### config.mk
export PLATFORM = sky130hd
export DESIGN_NAME = objective
export DESIGN_NICKNAME = d
export VERILOG_FILES = /design/src/rtl/objective.sv
export SDC_FILE = /design/constraint.sdc
export NUM_CORES = 1
export LEC_CHECK = 0
export ABC_AREA = 1
export CAP_MARGIN = 20
export CORE_MARGIN = 4
export CORE_UTILIZATION = 25
export DETAILED_ROUTE_END_ITERATION = 8
export PLACE_DENSITY_LB_ADDON = 0.05
export SYNTH_ARGS = -nofsm -noshare
export SYNTH_HDL_FRONTEND = slang
export SYNTH_SLANG_ARGS = --single-unit
export TNS_END_PERCENT = 50
### constraint.sdc
create_clock -name clock -period 4.5 [get_ports clock]
set_clock_uncertainty 0.1 [all_clocks]
set_input_delay 1.35 -clock clock [delete_from_list [all_inputs] [get_ports clock]]
set_output_delay 1.35 -clock clock [all_outputs]
set_load 0.03 [all_outputs]
### src/rtl/objective.sv
// Output-layer error stage: pairs activation/target samples, emits a scaled Q8.8
// feedback word in train mode, and keeps saturating sample/misclassification counts.
module objective #(
    parameter int SHIFT       = 0,   // supported range 0..22 (keeps the pre-saturation value inside 32 bits)
    parameter int COUNT_WIDTH = 16
) (
    input  logic                   clock,
    input  logic                   reset,
    input  logic                   train,
    input  logic                   activation_valid,
    input  logic [7:0]             activation_data,
    output logic                   activation_ready,
    input  logic                   target_valid,
    input  logic [7:0]             target_data,
    output logic                   target_ready,
    output logic                   feedback_valid,
    output logic [15:0]            feedback_data,
    input  logic                   feedback_ready,
    output logic [COUNT_WIDTH-1:0] samples,
    output logic [COUNT_WIDTH-1:0] errors
);

    typedef enum logic {
        FILL,
        EMIT
    } state_t;

    state_t state, state_next;

    logic       activation_full, target_full;
    logic [7:0] activation_held, target_held;
    logic       consume, release_slots;

    logic signed [8:0]  difference;
    logic signed [31:0] shifted;
    logic [15:0]        feedback_next;

    // Ready is the registered slot-empty flag, so valid never reaches ready combinationally.
    assign activation_ready = ~activation_full;
    assign target_ready     = ~target_full;

    // NOTE: every signal written here gets a default first so no latch is inferred.
    always_comb begin
        state_next    = state;
        consume       = 1'b0;
        release_slots = 1'b0;
        case (state)
            FILL: begin
                if (activation_full && target_full) begin
                    consume = 1'b1;
                    if (train) begin
                        state_next = EMIT;
                    end else begin
                        release_slots = 1'b1;
                    end
                end
            end
            EMIT: begin
                if (feedback_valid && feedback_ready) begin
                    release_slots = 1'b1;
                    state_next    = FILL;
                end
            end
            default: state_next = FILL;
        endcase
    end

    // Both operands are zero-extended so the 9-bit difference spans -255..+255.
    always_comb begin
        difference = $signed({1'b0, target_held}) - $signed({1'b0, activation_held});
        shifted    = 32'(difference) <<< SHIFT;
        if (shifted > 32'sd32767) begin
            feedback_next = 16'h7FFF;
        end else if (shifted < -32'sd32768) begin
            feedback_next = 16'h8000;
        end else begin
            feedback_next = shifted[15:0];
        end
    end

    // NOTE: sequential state uses non-blocking assignments only, so every flop sees pre-edge values.
    always_ff @(posedge clock) begin
        if (reset) begin
            state           <= FILL;
            activation_full <= 1'b0;
            target_full     <= 1'b0;
            activation_held <= '0;
            target_held     <= '0;
            feedback_valid  <= 1'b0;
            feedback_data   <= '0;
            samples         <= '0;
            errors          <= '0;
        end else begin
            state <= state_next;

            if (release_slots) begin
                activation_full <= 1'b0;
            end else if (activation_valid && activation_ready) begin
                activation_full <= 1'b1;
                activation_held <= activation_data;
            end

            if (release_slots) begin
                target_full <= 1'b0;
            end else if (target_valid && target_ready) begin
                target_full <= 1'b1;
                target_held <= target_data;
            end

            if (consume) begin
                if (samples != '1) begin
                    samples <= samples + COUNT_WIDTH'(1);
                end
                if ((activation_held[7] != target_held[7]) && (errors != '1)) begin
                    errors <= errors + COUNT_WIDTH'(1);
                end
                if (train) begin
                    feedback_valid <= 1'b1;
                    feedback_data  <= feedback_next;
                end
            end

            if (state == EMIT && feedback_valid && feedback_ready) begin
                feedback_valid <= 1'b0;
            end
        end
    end

endmodule

== Yosys cells after proc, flatten, opt, wreduce, memory -nomap -nowiden ==
Index checks and enable logic that the tools add are counted.

* Muxes and demuxes: 12
* Eq/ne operators: 3
* Reduce and logical (&&, ||, !) cells: 14
* Add/subtract/negate cells: 3
* Bitwise logic cells: 4
* $lt $le $gt $ge: 2

{| class="wikitable"
|+ Operators by type and width
! kind !! number
|-
| adder 16 x 1 -> 16 bit (second input constant) || 2
|-
| two-way mux 16 bit || 2
|-
| != test 16 bit (second input constant) || 2
|-
| greater-than comparator 9 x 16 -> 1 bit (second input constant) || 1
|-
| less-than comparator 9 x 16 -> 1 bit (second input constant) || 1
|-
| AND reduction 2 bit || 5
|-
| subtractor 8 x 8 -> 9 bit || 1
|-
| two-way mux 1 bit || 8
|-
| logical AND 1 bit || 7
|-
| inverter 1 bit || 4
|-
| one-hot mux 1 bit (2 select lines) || 2
|-
| OR reduction 2 bit || 2
|-
| != test 1 bit || 1
|}

* Word-level logic and storage cells: 47
* Register bits: 68
* Input port bits: 22
* Output and inout port bits: 51

== Longest topological paths before layout ==
Gate-level depths: netlist of run 1.

* Depth after elaboration: 5
* Depth in mapped cells: 11
* Gate-level depth less buffers: 11

== Worst setup path after synthesis of run 1 ==
Ideal clock, no wire load.

* Path type: register -> output
* Start point: register feedback_data[14] (netlist name)
* End point: output feedback_data[10]
* Cell stages (with the launch flop): 2
* Data required time: 3050 ps
* Path buffers: 1
* Arrival time: 837 ps
* Setup slack: 2213 ps
* Cells stage by stage: dfxtp_1 > buf_4

{| class="wikitable"
|+ RTL lines
! item !! line !! text
|-
| end, declared || 17 || <nowiki>output logic [15:0] feedback_data,</nowiki>
|}

==> results of run 1 <==
final cells by class:
cell class / instances / area, sq um
clock buffer: 14 / 274
fill: 1469 / 8740
multi-input combinational: 351 / 1830
inverter: 57 / 215
timing repair buffer: 74 / 736
clock inverter: 1 / 5.00
tap: 176 / 220
sequential: 61 / 1220
metrics by stage:
stage	setup WS (ps)	utilization	hold slack [ps]	power, mW
floorplan	2210	-	327	0.722
global placement	1610	0.319	341	0.784
detailed placement	1590	0.319	349	0.785
CTS	1440	0.340	357	1.46
global route	1390	0.340	378	1.50
finish	1480	0.340	352	1.42
cell families (layout without fill, tap and decap cells):
group	Yosys count	count (layout)	synth area share
AO/OA/AOI/OAI	78	78	0.118
XOR/XNOR	13	13	0.0336
adder cells (fa/ha/maj)	11	11	0.0428
AND/OR/NAND/NOR	249	249	0.344
buffers and inverters	75	146	0.101
flip-flops	61	61	0.360
path summary, 6_finish.rpt:
kind	depth (start not counted)	slack (ps)	end	start
setup / recovery	1	1480	feedback_data[8]	feedback_data[14]$_SDFFE_PP0P_
hold / removal	2	350	target_held[3]$_SDFFE_PP0P_	target_held[3]$_SDFFE_PP0P_
setup reg to reg	7	2610	samples[6]$_SDFFE_PP0P_	samples[0]$_SDFFE_PP0P_
hold reg to reg	2	350	target_held[3]$_SDFFE_PP0P_	target_held[3]$_SDFFE_PP0P_
synthesized netlist by cell type, types with 4 or more instances:
library cell               count
sky130_fd_sc_hd__ha_1         10
sky130_fd_sc_hd__clkbuf_1      6
sky130_fd_sc_hd__nand3_1      35
sky130_fd_sc_hd__nor2_1       66
sky130_fd_sc_hd__inv_1        54
sky130_fd_sc_hd__nand4_1       9
sky130_fd_sc_hd__nor2_2        4
sky130_fd_sc_hd__xor2_1        9
sky130_fd_sc_hd__a21oi_1      51
sky130_fd_sc_hd__o21ai_0      24
sky130_fd_sc_hd__buf_6         4
sky130_fd_sc_hd__buf_4         8
sky130_fd_sc_hd__nand2_1     117
sky130_fd_sc_hd__xnor2_1       4
sky130_fd_sc_hd__dfxtp_1      61
sequential cells by signal (all words and copies together), names as in the netlist:
name,cells
target_full,1
target_held,8
state,1
feedback_data,9
feedback_valid,1
errors,16
samples,16
activation_full,1
activation_held,8
layer usage:
metal,track usage,vias to the layer above
li1,-,1693
met1,0.146,1337
met2,0.199,46
met3,0.0437,8
met4,0.0309,0
met5,0,-
power by group through the flow:
stage	clock [mW]	combinational, mW	sequential [mW]
after floorplan	0	0.130	0.591
after global placement	0	0.200	0.584
after detailed placement	0	0.200	0.584
after CTS	0.684	0.201	0.573
after global routing	0.701	0.227	0.575
final	0.650	0.196	0.573
==> impl_metrics.tcl, run 1 <==
set metrics [dict create \
    status "complete, no violations" \
    sequentialPowerShare 0.404 \
    track_usage 0.120 \
    synth_area_leader_cell "sky130_fd_sc_hd__dfxtp_1" \
    numCtsBuffers 9 \
    synthTopCellsByArea "sky130_fd_sc_hd__dfxtp_1, sky130_fd_sc_hd__nand2_1, sky130_fd_sc_hd__a21oi_1, sky130_fd_sc_hd__nor2_1, sky130_fd_sc_hd__inv_1" \
    synth_top_flop_cell "sky130_fd_sc_hd__dfxtp_1" \
    max_slew.worst_pin.slew_ps 469 \
    yosys_top_cell_area_share 0.360 \
    post_cts_resize_count 0 \
    number_of_remaining_drc_errors 0 \
    critPathTopFamily "buffers and inverters" \
    area_growth_syn_to_layout_pct 32.6 \
    bufs_and_invs_on_worst_path 1 \
    detail_route.first_pass.iterations 6 \
    cts.sinks 61 \
    met2RoutedLength_mm 4.22 \
    ios 73 \
    layout-drive-gt1-share 0.0681 \
    net_switching_mw 0.366 \
    setup.worst_path.start_class "flop" \
    floorplan.die_area_sq_mm 0.0155 \
    period_share 0.671 \
    max_freq_ghz 0.331 \
    critPathKind "flop to output pin" \
    headroom_to_the_max_slew_limit 0.688 \
    clock_path_buffers 2 \
    mostFrequentLayoutCells "sky130_fd_sc_hd__nand2_1, sky130_fd_sc_hd__clkdlybuf4s50_1, sky130_fd_sc_hd__nor2_1, sky130_fd_sc_hd__dfxtp_1, sky130_fd_sc_hd__inv_1" \
    dp_hpwl_mm 6.52 \
    final_count_of_pins_violating_max_slew 0 \
    number_of_enable_type_register_cells_in_the_synthesized_netlist 0 \
    die_w_um 124 \
    cell_leakage_power_nw 1.77 \
    layout.cells.most_common "sky130_fd_sc_hd__nand2_1" \
    cellPowerDensity_mw_per_mm2 315 \
    highest_layer "met4" \
    combPwrFrac 0.138 \
    hold_violations 0 \
    synth_area_sq_mm 0.00339 \
    vdd_drop_max_mv 0.214 \
    fp-row-count 42 \
    pin_count_of_the_biggest_net_entering_global_routing 39 \
    clock_insertion_delay_worst_skew_ps 330 \
    cts.hold.buffers_added 0 \
    setup_viol 0 \
    start_util 0.256 \
    synth_cell_types 31 \
    syn_area_per_cell_sq_um 6.97 \
    maximum_single_stage_delay_on_the_critical_path_ps 740 \
    wl_on_met1_mm 4.23 \
    max_capacitance_violation_count 0 \
    routed-via-count 3084 \
    postSynthRegisterBits 61 \
    ant_nets 0 \
    first_global_vias 3033 \
    drt_first_iter_violations 105 \
    crit_path_end_kind "output pin" \
    post-route-cell-area_sq_mm 0.00450 \
    clock_tree.root_cell "sky130_fd_sc_hd__clkbuf_16" \
    unrepaired_setup_endpoints_after_global_routing "false" \
    layout_min_cycle_time_ps 3020 \
    dr_wl_met3_um 339 \
    critPathMaxFanout 9 \
    cell_internal_pwr_mw 1.05 \
    dpl-instance-area_sq_mm 0.00422 \
    synthesis.instances 487 \
    synthesis.nets 520 \
    arrival_ps 1570 \
    routed_wire_length_per_instance_um 12.1 \
    globalRoute.totalOverflow 0 \
    tritoncts_clock_tree "built" \
    grt_antenna_before_repair 0 \
    setup_tns_ps 0 \
    postCtsSetupRepairBufs 0 \
    routed_wl_mm 8.88 \
    port_buffer_cells 72 \
    grt_first_pass_wirelength_mm 15.1 \
    ys_seq_area_frac 0.360 \
    slowest_cell_on_the_critical_path "sky130_fd_sc_hd__clkdlybuf4s50_1" \
    placed_cells 719 \
    power.share.clock 0.458 \
    worst-endpoint-required_ps 3050 \
    h_tree_level_count 3 \
    dieHeight_um 124 \
    yosysWarnings 0 \
    placeableCoreArea_sq_mm 0.0132 \
    gp_congestion 0.742 \
    post_layout_net_count 587 \
    detail_route.vias_per_cell 4.20 \
    hold_path_class "flop to flop" \
    power.switching_fraction 0.258 \
    crit_path_cell_trace "clkdlybuf4s50_1" \
    antenna-diode-count 0 \
    clock_pin_slew_reported_for_the_worst_setup_and_hold_paths_after_clock_tree_synthesis_ps 50 \
    finalNonFillerCells 734 \
    synth-async-reset-ratio 0 \
]
Note: power is estimated with default switching activity, not from simulation.
==> run 2, diff against run 1 <==
Clock period 4.5 ns to 2.79 ns, I/O delays scaled along.
==> impl_metrics.tcl, run 2 (synthesized netlist as in run 1, its figures left out) <==
set metrics [dict create \
    status "complete, no violations" \
    gp_congestion 0.771 \
    track_usage 0.121 \
    cts.hold.buffers_added 0 \
    layout.cells.most_common "sky130_fd_sc_hd__nand2_1" \
    routed-via-count 3151 \
    reg_top3 "errors (16), samples (16), feedback_data (9)" \
    globalRoute.totalOverflow 0 \
    layout-drive-gt1-share 0.0682 \
    pin_count_of_the_biggest_net_entering_global_routing 33 \
    clock_tree.root_cell "sky130_fd_sc_hd__clkbuf_16" \
    cts.sinks 61 \
    setup.worst_path.start_class "flop" \
    area_growth_syn_to_layout_pct 32.6 \
    ios 73 \
    placed_cells 719 \
    hold_path_class "flop to flop" \
    grt_first_pass_wirelength_mm 15.3 \
    critPathKind "flop to output pin" \
    maximum_single_stage_delay_on_the_critical_path_ps 740 \
    detail_route.vias_per_cell 4.30 \
    layout_min_cycle_time_ps 2480 \
    crit_path_cell_trace "clkdlybuf4s50_1" \
    finalNonFillerCells 733 \
    crit-reg2reg-capture "samples[7]$_SDFFE_PP0P_" \
    holdCritStartpoint "activation_held[0]$_SDFFE_PP0P_" \
    numCtsBuffers 9 \
    first_global_vias 3105 \
    unrepaired_setup_endpoints_after_global_routing "false" \
    dp_worst_setup_slack_ps 501 \
    postCtsSetupRepairBufs 0 \
    cellPowerDensity_mw_per_mm2 501 \
    clock_pin_slew_reported_for_the_worst_setup_and_hold_paths_after_clock_tree_synthesis_ps 50 \
    arrival_ps 1540 \
    final_count_of_pins_violating_max_slew 0 \
    crit_path_start "feedback_data[14]$_SDFFE_PP0P_" \
    vdd_drop_max_mv 0.230 \
    clock_insertion_delay_worst_skew_ps 330 \
    mostFrequentLayoutCells "sky130_fd_sc_hd__nand2_1, sky130_fd_sc_hd__clkdlybuf4s50_1, sky130_fd_sc_hd__nor2_1, sky130_fd_sc_hd__dfxtp_1, sky130_fd_sc_hd__inv_1" \
    launching_point_of_the_worst_reg2reg_path "samples[0]$_SDFFE_PP0P_" \
    dpl-instance-area_sq_mm 0.00423 \
    post_cts_resize_count 0 \
    number_of_remaining_drc_errors 0 \
    critPathMaxFanout 9 \
    headroom_to_the_max_slew_limit 0.654 \
    cell_leakage_power_nw 1.77 \
    worstRegToRegCells 7 \
    dp_hpwl_mm 6.67 \
    crit_path_end_kind "output pin" \
    die_w_um 124 \
    detail_route.first_pass.iterations 4 \
    max_freq_ghz 0.404 \
    max_slew.worst_pin.slew_ps 518 \
    routed_wire_length_per_instance_um 12.2 \
    post_layout_net_count 587 \
    whs_endpoint "activation_held[0]$_SDFFE_PP0P_" \
    antenna-diode-count 0 \
    setup_viol 0 \
    hold_violations 0 \
    tritoncts_clock_tree "built" \
    placeableCoreArea_sq_mm 0.0132 \
    h_tree_level_count 3 \
    period_share 0.888 \
    clock_path_buffers 2 \
    start_util 0.256 \
    fp-row-count 42 \
    slowest_cell_on_the_critical_path "sky130_fd_sc_hd__clkdlybuf4s50_1" \
    setup_ws_ps 312 \
    worst-endpoint-required_ps 1850 \
    bufs_and_invs_on_worst_path 1 \
    critPathTopFamily "buffers and inverters" \
    floorplan.die_area_sq_mm 0.0155 \
    drt_first_iter_violations 208 \
    port_buffer_cells 72 \
    routed_wl_mm 8.94 \
    setup_tns_ps 0 \
    post-route-cell-area_sq_mm 0.00450 \
    max_capacitance_violation_count 0 \
    ant_nets 0 \
    worst_hold_path.num_cells 2 \
    dieHeight_um 124 \
    ff2ff_setup_slack_ps 880 \
    grt_antenna_before_repair 0 \
]
## run 2: cell count changes in the layout (fill, tap and decap cells not counted), sizes merged
cell	before	now
clkinv	2	3
clkbuf	14	12
## run 2: cell type report
type	count	area, sq um
clock buffer	12	256
clock inverter	2	10.0
fill	1453	8740
inverter	57	215
multi-input combinational	351	1830
sequential	61	1220
tap	176	220
timing repair buffer	74	748
## run 2: worst max path at each step
| stage | to | slack [ps] | depth (start not counted) |
|---|---|---|---|
| after floorplan | samples[13]$_SDFFE_PP0P_ | 950 | 9 |
| after global placement | activation_held[1]$_SDFFE_PP0P_ | 560 | 6 |
| after detailed placement | activation_held[7]$_SDFFE_PP0P_ | 500 | 6 |
| after CTS | feedback_data[8] | 260 | 1 |
| after global routing | feedback_data[8] | 210 | 1 |
| final | feedback_data[8] | 310 | 1 |
## run 2: per-layer routing
metal  vias up  track usage  part of all wire
met1      1389        0.148              0.48
met4         0       0.0542             0.018
met2        54        0.200              0.47
met5         -            0                 0
met3        10       0.0309             0.036
li1       1698            -                 -
## run 2: through the flow
| stage | total power, mW | hold slack [ps] | util |
|---|---|---|---|
| floorplan | 1.16 | 327 | - |
| global placement | 1.27 | 339 | 0.320 |
| detailed placement | 1.27 | 340 | 0.320 |
| CTS | 2.31 | 348 | 0.340 |
| global route | 2.39 | 379 | 0.340 |
| finish | 2.25 | 347 | 0.340 |
## run 2: power breakdown
group	total [mW]	internal (mW)	switching [mW]
sequential	0.925	0.904	0.0212
clock	1.01	0.635	0.373
combinational	0.319	0.130	0.189
total	2.25	1.67	0.584
